--- config.mk ---
export PLATFORM = sky130hd
export DESIGN_NAME = svs_stream_fifo
export DESIGN_NICKNAME = d
export VERILOG_FILES = /design/src/rtl/svs_stream_fifo.sv
export SDC_FILE = /design/constraint.sdc
export NUM_CORES = 1
export LEC_CHECK = 0
export ABC_CLOCK_PERIOD_IN_PS = 2900
export BUFFER_PORTS_ARGS = -buffer_cell sky130_fd_sc_hd__buf_4
export CAP_MARGIN = 30
export CORE_MARGIN = 2
export CORE_UTILIZATION = 50
export CTS_CLUSTER_SIZE = 25
export DETAILED_ROUTE_END_ITERATION = 10
export GPL_TIMING_DRIVEN = 0
export PLACE_DENSITY = 0.77
export SLEW_MARGIN = 20
export SYNTH_ARGS = -nofsm -noshare
export SYNTH_HDL_FRONTEND = slang
export SYNTH_SLANG_ARGS = --single-unit
--- constraint.sdc ---
create_clock -name clk -period 2.9 [get_ports clk]
set_clock_uncertainty 0.2 [all_clocks]
set_input_delay 0.725 -clock clk [delete_from_list [all_inputs] [get_ports clk]]
set_output_delay 0.725 -clock clk [all_outputs]
set_load 0.01 [all_outputs]
--- src/rtl/svs_stream_fifo.sv ---
// ---------------------------------------------------------------------------
// svs_stream_fifo
//
// First-word-fall-through stream FIFO with valid/ready handshakes on both
// sides, occupancy reporting, almost-full/almost-empty flags, a synchronous
// flush and a sticky upstream protocol-violation flag.
//
// Ports:
//   clk          clock, rising edge
//   rst          asynchronous active-low reset
//   flush        synchronous clear of contents (priority over push/pop)
//   s_valid      upstream word valid
//   s_ready      FIFO can accept a word (count != DEPTH)
//   s_data       upstream payload
//   m_valid      head word valid (count != 0)
//   m_ready      downstream accepts head word
//   m_data       head payload, forced to 0 while m_valid is low
//   count        current occupancy, 0..DEPTH
//   almost_full  count >= AF_THRESH
//   almost_empty count <= AE_THRESH
//   proto_err    sticky: upstream dropped or changed a stalled word
//   clr_err      synchronous clear of proto_err (a new violation wins)
// ---------------------------------------------------------------------------
module svs_stream_fifo #(
  parameter int DATA_W    = 8,
  parameter int DEPTH     = 16,
  parameter int AF_THRESH = DEPTH - 2,
  parameter int AE_THRESH = 2
) (
  input  logic                     clk,
  input  logic                     rst,
  input  logic                     flush,
  input  logic                     s_valid,
  output logic                     s_ready,
  input  logic [DATA_W-1:0]        s_data,
  output logic                     m_valid,
  input  logic                     m_ready,
  output logic [DATA_W-1:0]        m_data,
  output logic [$clog2(DEPTH):0]   count,
  output logic                     almost_full,
  output logic                     almost_empty,
  output logic                     proto_err,
  input  logic                     clr_err
);

  localparam int AW = $clog2(DEPTH);
  localparam int CW = AW + 1;

  // Storage is intentionally left unreset; m_data masking keeps outputs clean.
  logic [DATA_W-1:0] mem [DEPTH];

  logic [AW-1:0]     wr_ptr_reg;
  logic [AW-1:0]     rd_ptr_reg;
  logic [CW-1:0]     count_reg;
  logic [CW-1:0]     count_next;

  logic              stall_reg;
  logic [DATA_W-1:0] stall_data_reg;
  logic              proto_err_reg;

  logic              push;
  logic              pop;
  logic              stall_now;
  logic              violation;

  // Status flags all derive from the registered count, so they change
  // together one edge after the handshake that moved them.
  assign s_ready      = (count_reg != CW'(DEPTH));
  assign m_valid      = (count_reg != '0);
  assign m_data       = m_valid ? mem[rd_ptr_reg] : '0;
  assign count        = count_reg;
  assign almost_full  = (count_reg >= CW'(AF_THRESH));
  assign almost_empty = (count_reg <= CW'(AE_THRESH));
  assign proto_err    = proto_err_reg;

  // Flush discards any handshake occurring in the same cycle.
  assign push = s_valid && s_ready && !flush;
  assign pop  = m_valid && m_ready && !flush;

  always_comb begin
    count_next = count_reg;
    case ({push, pop})
      2'b10:   count_next = count_reg + CW'(1);
      2'b01:   count_next = count_reg - CW'(1);
      default: count_next = count_reg;
    endcase
  end

  always_ff @(posedge clk or negedge rst) begin
    if (!rst) begin
      wr_ptr_reg <= '0;
      rd_ptr_reg <= '0;
      count_reg  <= '0;
    end else if (flush) begin
      wr_ptr_reg <= '0;
      rd_ptr_reg <= '0;
      count_reg  <= '0;
    end else begin
      // Pointers wrap naturally because DEPTH is a power of two.
      if (push) wr_ptr_reg <= wr_ptr_reg + AW'(1);
      if (pop)  rd_ptr_reg <= rd_ptr_reg + AW'(1);
      count_reg <= count_next;
    end
  end

  always_ff @(posedge clk) begin
    if (push) mem[wr_ptr_reg] <= s_data;
  end

  // A stalled upstream word must be held stable until accepted. Compare the
  // current cycle against what was offered during the previous stall.
  assign stall_now = s_valid && !s_ready && !flush;
  assign violation = stall_reg && (!s_valid || (s_data != stall_data_reg));

  always_ff @(posedge clk or negedge rst) begin
    if (!rst) begin
      stall_reg      <= 1'b0;
      stall_data_reg <= '0;
      proto_err_reg  <= 1'b0;
    end else begin
      stall_reg      <= stall_now;
      stall_data_reg <= s_data;
      if (violation)    proto_err_reg <= 1'b1;
      else if (clr_err) proto_err_reg <= 1'b0;
    end
  end

endmodule

======== Word-level counts from Yosys, hierarchy flattened ========
Memories as Yosys holds them, arrays and structs flattened.
Index checks and enable logic that the tools add are counted.
cells by class
  add/sub/neg operators ................... 4
  order comparisons ....................... 2
  equal/unequal tests ..................... 4
  multiplexer cells ....................... 11
  reduce and logical (&&, ||, !) cells .... 16
operators by type and width
  kind                 count
  $mux 4               4
  $pmux 5 s2           1
  $add 4x1->4 const B  2
  $mux 8               1
  $ne 8x8->1           1
  $logic_and 1x1->1    7
  $reduce_bool 2->1    3
  $add 5x1->5 const B  1
  $ge 5x4->1 const B   1
  $le 5x2->1 const B   1
  $mux 5               1
  $ne 5x5->1 const B   1
  $reduce_bool 5->1    1
  $sub 5x1->5 const B  1
  $mux 1               4
  $logic_not 1->1      3
  $reduce_bool 3->1    1
  $eq 2x1->1 const B   1
  $eq 2x2->1 const B   1
  $logic_or 1x1->1     1
word-level totals
  bits in registers ....................... 23
  bits in writable memories ............... 128
  input bits .............................. 14
  output and inout port bits .............. 18
  memories ................................ 1
memories
  name  depth  width  rd ports  clocked after memory_dff  write ports  RTL line  source
  mem   16     8      1         0                         1            50        logic [DATA_W-1:0] mem [DEPTH];

======== Longest topological paths before layout ========
  depth in word-level cells ............... 6
  mapped depth ............................ 10
  gate-level depth less buffers ........... 9

======== Worst setup path after synthesis ========
Ideal clock, no wire load.
  kind .................................... register to register
  from .................................... register count_reg[0] (netlist: count[0])
  to ...................................... register count_reg[4] (netlist: count[4])
  data arrival time ....................... 2,632 ps
  data required time ...................... 2,622 ps
  path slack .............................. -10 ps
  cell stages (with the launch flop) ...... 10
  buffers on the path ..................... 0
  path through ............................ dfrtp_1 or4_4 o2111a_2 xor2_1 ha_1 or3_1 a21oi_2 mux2i_1 or3_1 a21oi_1
on the way
  cells in the longest elaborated chain, start to end .. 6
ends and longest elaborated chain
  what                                                       RTL line  source
  start: declaration                                         54        logic [CW-1:0] count_reg;
  start signal: assignment                                   102       count_reg <= count_next;
  $ne 5x5->1 / $reduce_bool 5->1 (equally long branches)     68, 69
  $logic_and 1x1->1, on equally long branches (2 in series)  77, 78
  $eq 2x1->1 / $eq 2x2->1 (equally long branches)            82        case ({push, pop})
  $pmux 5 s2                                                 82
  $mux 5                                                     94        end else if (flush) begin
Parallel ways exist; a longest one is shown, timed or not.
A chain may end at the register's enable or synchronous reset.

======== Final worst setup path ========
  from .................................... register rd_ptr_reg[0]
  to ...................................... output port m_data[0]
on the way
  cells in the longest elaborated chain, start to end .. 2
ends and longest elaborated chain
  what                      RTL line  source
  start: declaration        53        logic [AW-1:0] rd_ptr_reg;
  start signal: assignment  101       if (pop) rd_ptr_reg <= rd_ptr_reg + AW'(1);
  $mem_v2 16x8              --
  $mux 8                    70        assign m_data = m_valid ? mem[rd_ptr_reg] : '0;
  end: declaration          38        output logic [DATA_W-1:0] m_data,
No other way between the ends.

==> impl_summary.log <==
INFO  metric outcome = finished with violations
INFO  metric failing_checks = negative hold slack, negative setup slack
INFO  metric ir_drop = between 600 and 700 uV
INFO  metric layout_area_overhead = 24.3%
INFO  metric timing_worst_slew_pin_value = 0.712 ns
INFO  metric antenna_found_initial = 0
INFO  metric cts_made_buffers = 17
INFO  metric setup_slack = -0.213 ns
INFO  metric track_usage = 20.8%
INFO  metric slew_viol_final = 0
INFO  metric rsz0062_at_grt = true
INFO  metric design_area = slightly below 8000 um^2
INFO  metric routed_wl = between 10 and 15 mm
INFO  metric worst_path_max_delay_cell = sky130_fd_sc_hd__mux4_2
INFO  metric critPathMaxStageDelay = approximately 0.52 ns
INFO  metric crit_required = 1.98 ns
INFO  metric count_of_final_hold_check_violations = 7
INFO  metric yosysMostFrequentCell = sky130_fd_sc_hd__edfxtp_1
INFO  metric final_nets = approximately 430
INFO  metric clockRootBuffer = sky130_fd_sc_hd__clkbuf_16
INFO  metric dpl_worst_slack = -0.262 ns
INFO  metric sink_count = around 150
INFO  metric power.density = approximately 910 nW/um^2
INFO  metric clock_tree.htree_level_count = 4
INFO  metric timing.critical_path.fanout_max = 5
INFO  metric initialDrtViolationCount = 362
INFO  metric timing.max_cap.violations = 0
INFO  metric syn-cell-area = around 6200 um^2
INFO  metric synth_sequential_area_ratio = between 70% and 80%
INFO  metric clock_latency = 0.42 ns
INFO  metric worstRegToRegCells = 10
INFO  metric timing.hold.ws = -0.0114 ns
INFO  metric synth.avg_cell_area = between 15 and 20 um^2
INFO  metric start_util = between 50% and 60%
INFO  metric clk_pin_slew = 0.06 ns
INFO  metric grt_overflow = 0
INFO  metric layout-drive-gt1-share = ~40%
INFO  metric drt-pass1-iter-count = 5
INFO  metric slew_limit_headroom = ~53%
INFO  metric dieArea = between 10,000 and 15,000 um^2
INFO  metric clock_path_buffers = 2
INFO  metric synth_cell_types = 43
INFO  metric fraction_of_registers_with_async_set_reset = between 10% and 20%
INFO  metric end_kind = output pin
INFO  metric die_h = 115 um
INFO  metric synth-edff-count = about 130
INFO  metric period_share = 107%
INFO  metric grt_pass1_vias = approximately 3,400
INFO  metric route.detailed.drc = 0
INFO  metric critPathMostFrequentCell = sky130_fd_sc_hd__buf_12
INFO  metric rows = 40
INFO  metric route.vias.total = between 3,000 and 4,000
INFO  metric core-area = 12,100 um^2
INFO  metric tritoncts = built
INFO  metric cp.arrival = 2.19 ns
INFO  metric ant_nets = 0
INFO  metric pwr_total = approximately 7 mW
INFO  metric synth-main-ff-cell = sky130_fd_sc_hd__edfxtp_1
INFO  metric max_clock_freq = ~320 MHz
INFO  metric fin_tns_setup = -1.40 ns
INFO  metric place_area = approximately 6700 um^2
INFO  metric antenna-diode-count = 0
INFO  metric buffer_ports.inserted = 28
INFO  metric leakage = 2.64 nW
INFO  metric start_to_end_type_of_the_worst_setup_path = register to output pin
INFO  metric avgViaCountPerCell = a little under 6
INFO  metric area_fraction_of_the_dominant_cell_type_after_synthesis = 61.9%
INFO  metric chipWidth = 115 um
INFO  metric yosys-top-cells-count = 128 x sky130_fd_sc_hd__edfxtp_1, 32 x sky130_fd_sc_hd__mux4_2, 25 x sky130_fd_sc_hd__nor2_1
INFO  metric yosysWarnings = 0
INFO  metric largest_net_degree_at_the_start_of_global_routing = 24
INFO  metric synth_seq_cells = ~150
INFO  metric crit_chain = buf_12 -> buf_12 -> mux4_2 -> mux2i_2 -> o22ai_1 -> buf_4
INFO  metric place_hpwl = between 7 and 8 mm
INFO  metric largest_register_ffs = 128
INFO  metric syn-num-nets = ~360
INFO  metric syn_inst = between 300 and 400
INFO  metric timing.final.setup_violations = 9
INFO  metric grt_first_pass_wirelength = approximately 20 mm
INFO  metric fin_crit = roughly 3.1 ns
INFO  metric synth_top_cell_by_area = sky130_fd_sc_hd__edfxtp_1
INFO  metric ys_top_cells_by_area = sky130_fd_sc_hd__edfxtp_1 62%, sky130_fd_sc_hd__mux4_2 12%, sky130_fd_sc_hd__dfrtp_1 9.3%
INFO  metric wl_per_cell = approximately 23 um
INFO  metric io-pin-count = 32
INFO  metric hold_path.class = input pin to asynchronous set/reset pin
INFO  metric gp_congestion = roughly 0.85
INFO  metric timing.critical_path.from_type = register
## routing by layer
layer  global-route usage (%)  part of all wire, %
met1                     28.1                   42
met2                     33.3                   50
met3                     5.91                  6.7
met4                     6.83                  1.4
met5                        0                    0
## timing repair
item | CTS | global route
cloned | 0 | 4
endpoints found under the setup margin | 9 | 91
hold buffers | 0 | 0
endpoints found under the hold margin | 0 | 0
pin swaps | 0 | 7
gates resized for setup | 39 | 30
buffers inserted | 7 | 10
## cells by family after synthesis
logic type,share of synthesized area [%]
flip-flops,71.2
XOR/XNOR,2.40
buffers and inverters,1.85
adder cells (fa/ha/maj),1.41
multiplexers,14.7
AND/OR/NAND/NOR,5.04
AO/OA/AOI/OAI,3.45
## cell type report
cell class	instances	area [um^2]
tap	168	210
clock buffer	19	433
buffer	18	170
multi-input combinational	164	1840
sequential	151	4420
fill	785	4340
inverter	5	18.8
clock inverter	13	179
timing repair buffer	49	442
## critical path, delay by kind of cell (launching register included)
family                 cells  cell delay (ns)
AOI/OAI and AO/OA          1             0.14
buffers and inverters      3             0.46
DFF                        1             0.43
muxes                      2             0.73
## report_power, final
group | internal [mW] | leakage, nW | total (mW) | switching [mW]
Clock | 1.44 | 0.291 | 2.29 | 0.850
Sequential | 2.43 | 1.45 | 2.51 | 0.0744
Combinational | 1.17 | 0.902 | 2.20 | 1.03
## stage by stage
stage          hold WS (ns)  cells  util [%]
6_report            -0.0114    587      64.0
3_3_place_gp          0.275    536      55.0
2_1_floorplan         0.229    340         -
3_5_place_dp          0.273    536      55.1
5_1_grt            -0.00169    587      64.0
4_1_cts             0.00101    573      61.6
## cell usage in the layout (no fill, tap or decap), types with 2 or more instances in the layout
master                       count
sky130_fd_sc_hd__o21ai_0         3
sky130_fd_sc_hd__nor3_4          3
sky130_fd_sc_hd__nand2_4         2
sky130_fd_sc_hd__buf_6           3
sky130_fd_sc_hd__o22ai_2         3
sky130_fd_sc_hd__bufinv_16       4
sky130_fd_sc_hd__ha_1            6
sky130_fd_sc_hd__xor2_1         15
sky130_fd_sc_hd__nor2_1         14
sky130_fd_sc_hd__mux2i_2         9
sky130_fd_sc_hd__xnor2_1         2
sky130_fd_sc_hd__buf_2           3
sky130_fd_sc_hd__nand2_1        11
sky130_fd_sc_hd__buf_4          45
sky130_fd_sc_hd__or3_1           2
sky130_fd_sc_hd__o22ai_1         5
sky130_fd_sc_hd__dfrtp_2         4
sky130_fd_sc_hd__nor2_2         11
sky130_fd_sc_hd__clkinvlp_4      3
sky130_fd_sc_hd__dfrtp_1        19
sky130_fd_sc_hd__a21oi_1         4
sky130_fd_sc_hd__clkbuf_4        4
sky130_fd_sc_hd__clkbuf_1        6
sky130_fd_sc_hd__clkinv_2        3
sky130_fd_sc_hd__buf_12          4
sky130_fd_sc_hd__edfxtp_1      128
sky130_fd_sc_hd__nand2b_1        2
sky130_fd_sc_hd__mux4_2         32
sky130_fd_sc_hd__nand3_1         6
sky130_fd_sc_hd__mux2i_1         9
sky130_fd_sc_hd__inv_1           5
sky130_fd_sc_hd__clkbuf_16      21
## final timing paths
path | startpoint | to | slack [ns]
max | rd_ptr_reg[0] | m_data[0] | -0.21
min | rst | count[2] | -0.01
max reg2reg | count[2] | count[4] | -0.02
min reg2reg | stall_reg | proto_err | 0.28
max in group asynchronous | rst | count[3] | 2.25
min in group clk | stall_reg | proto_err | 0.28
Power figures use the tool's default switching activity.
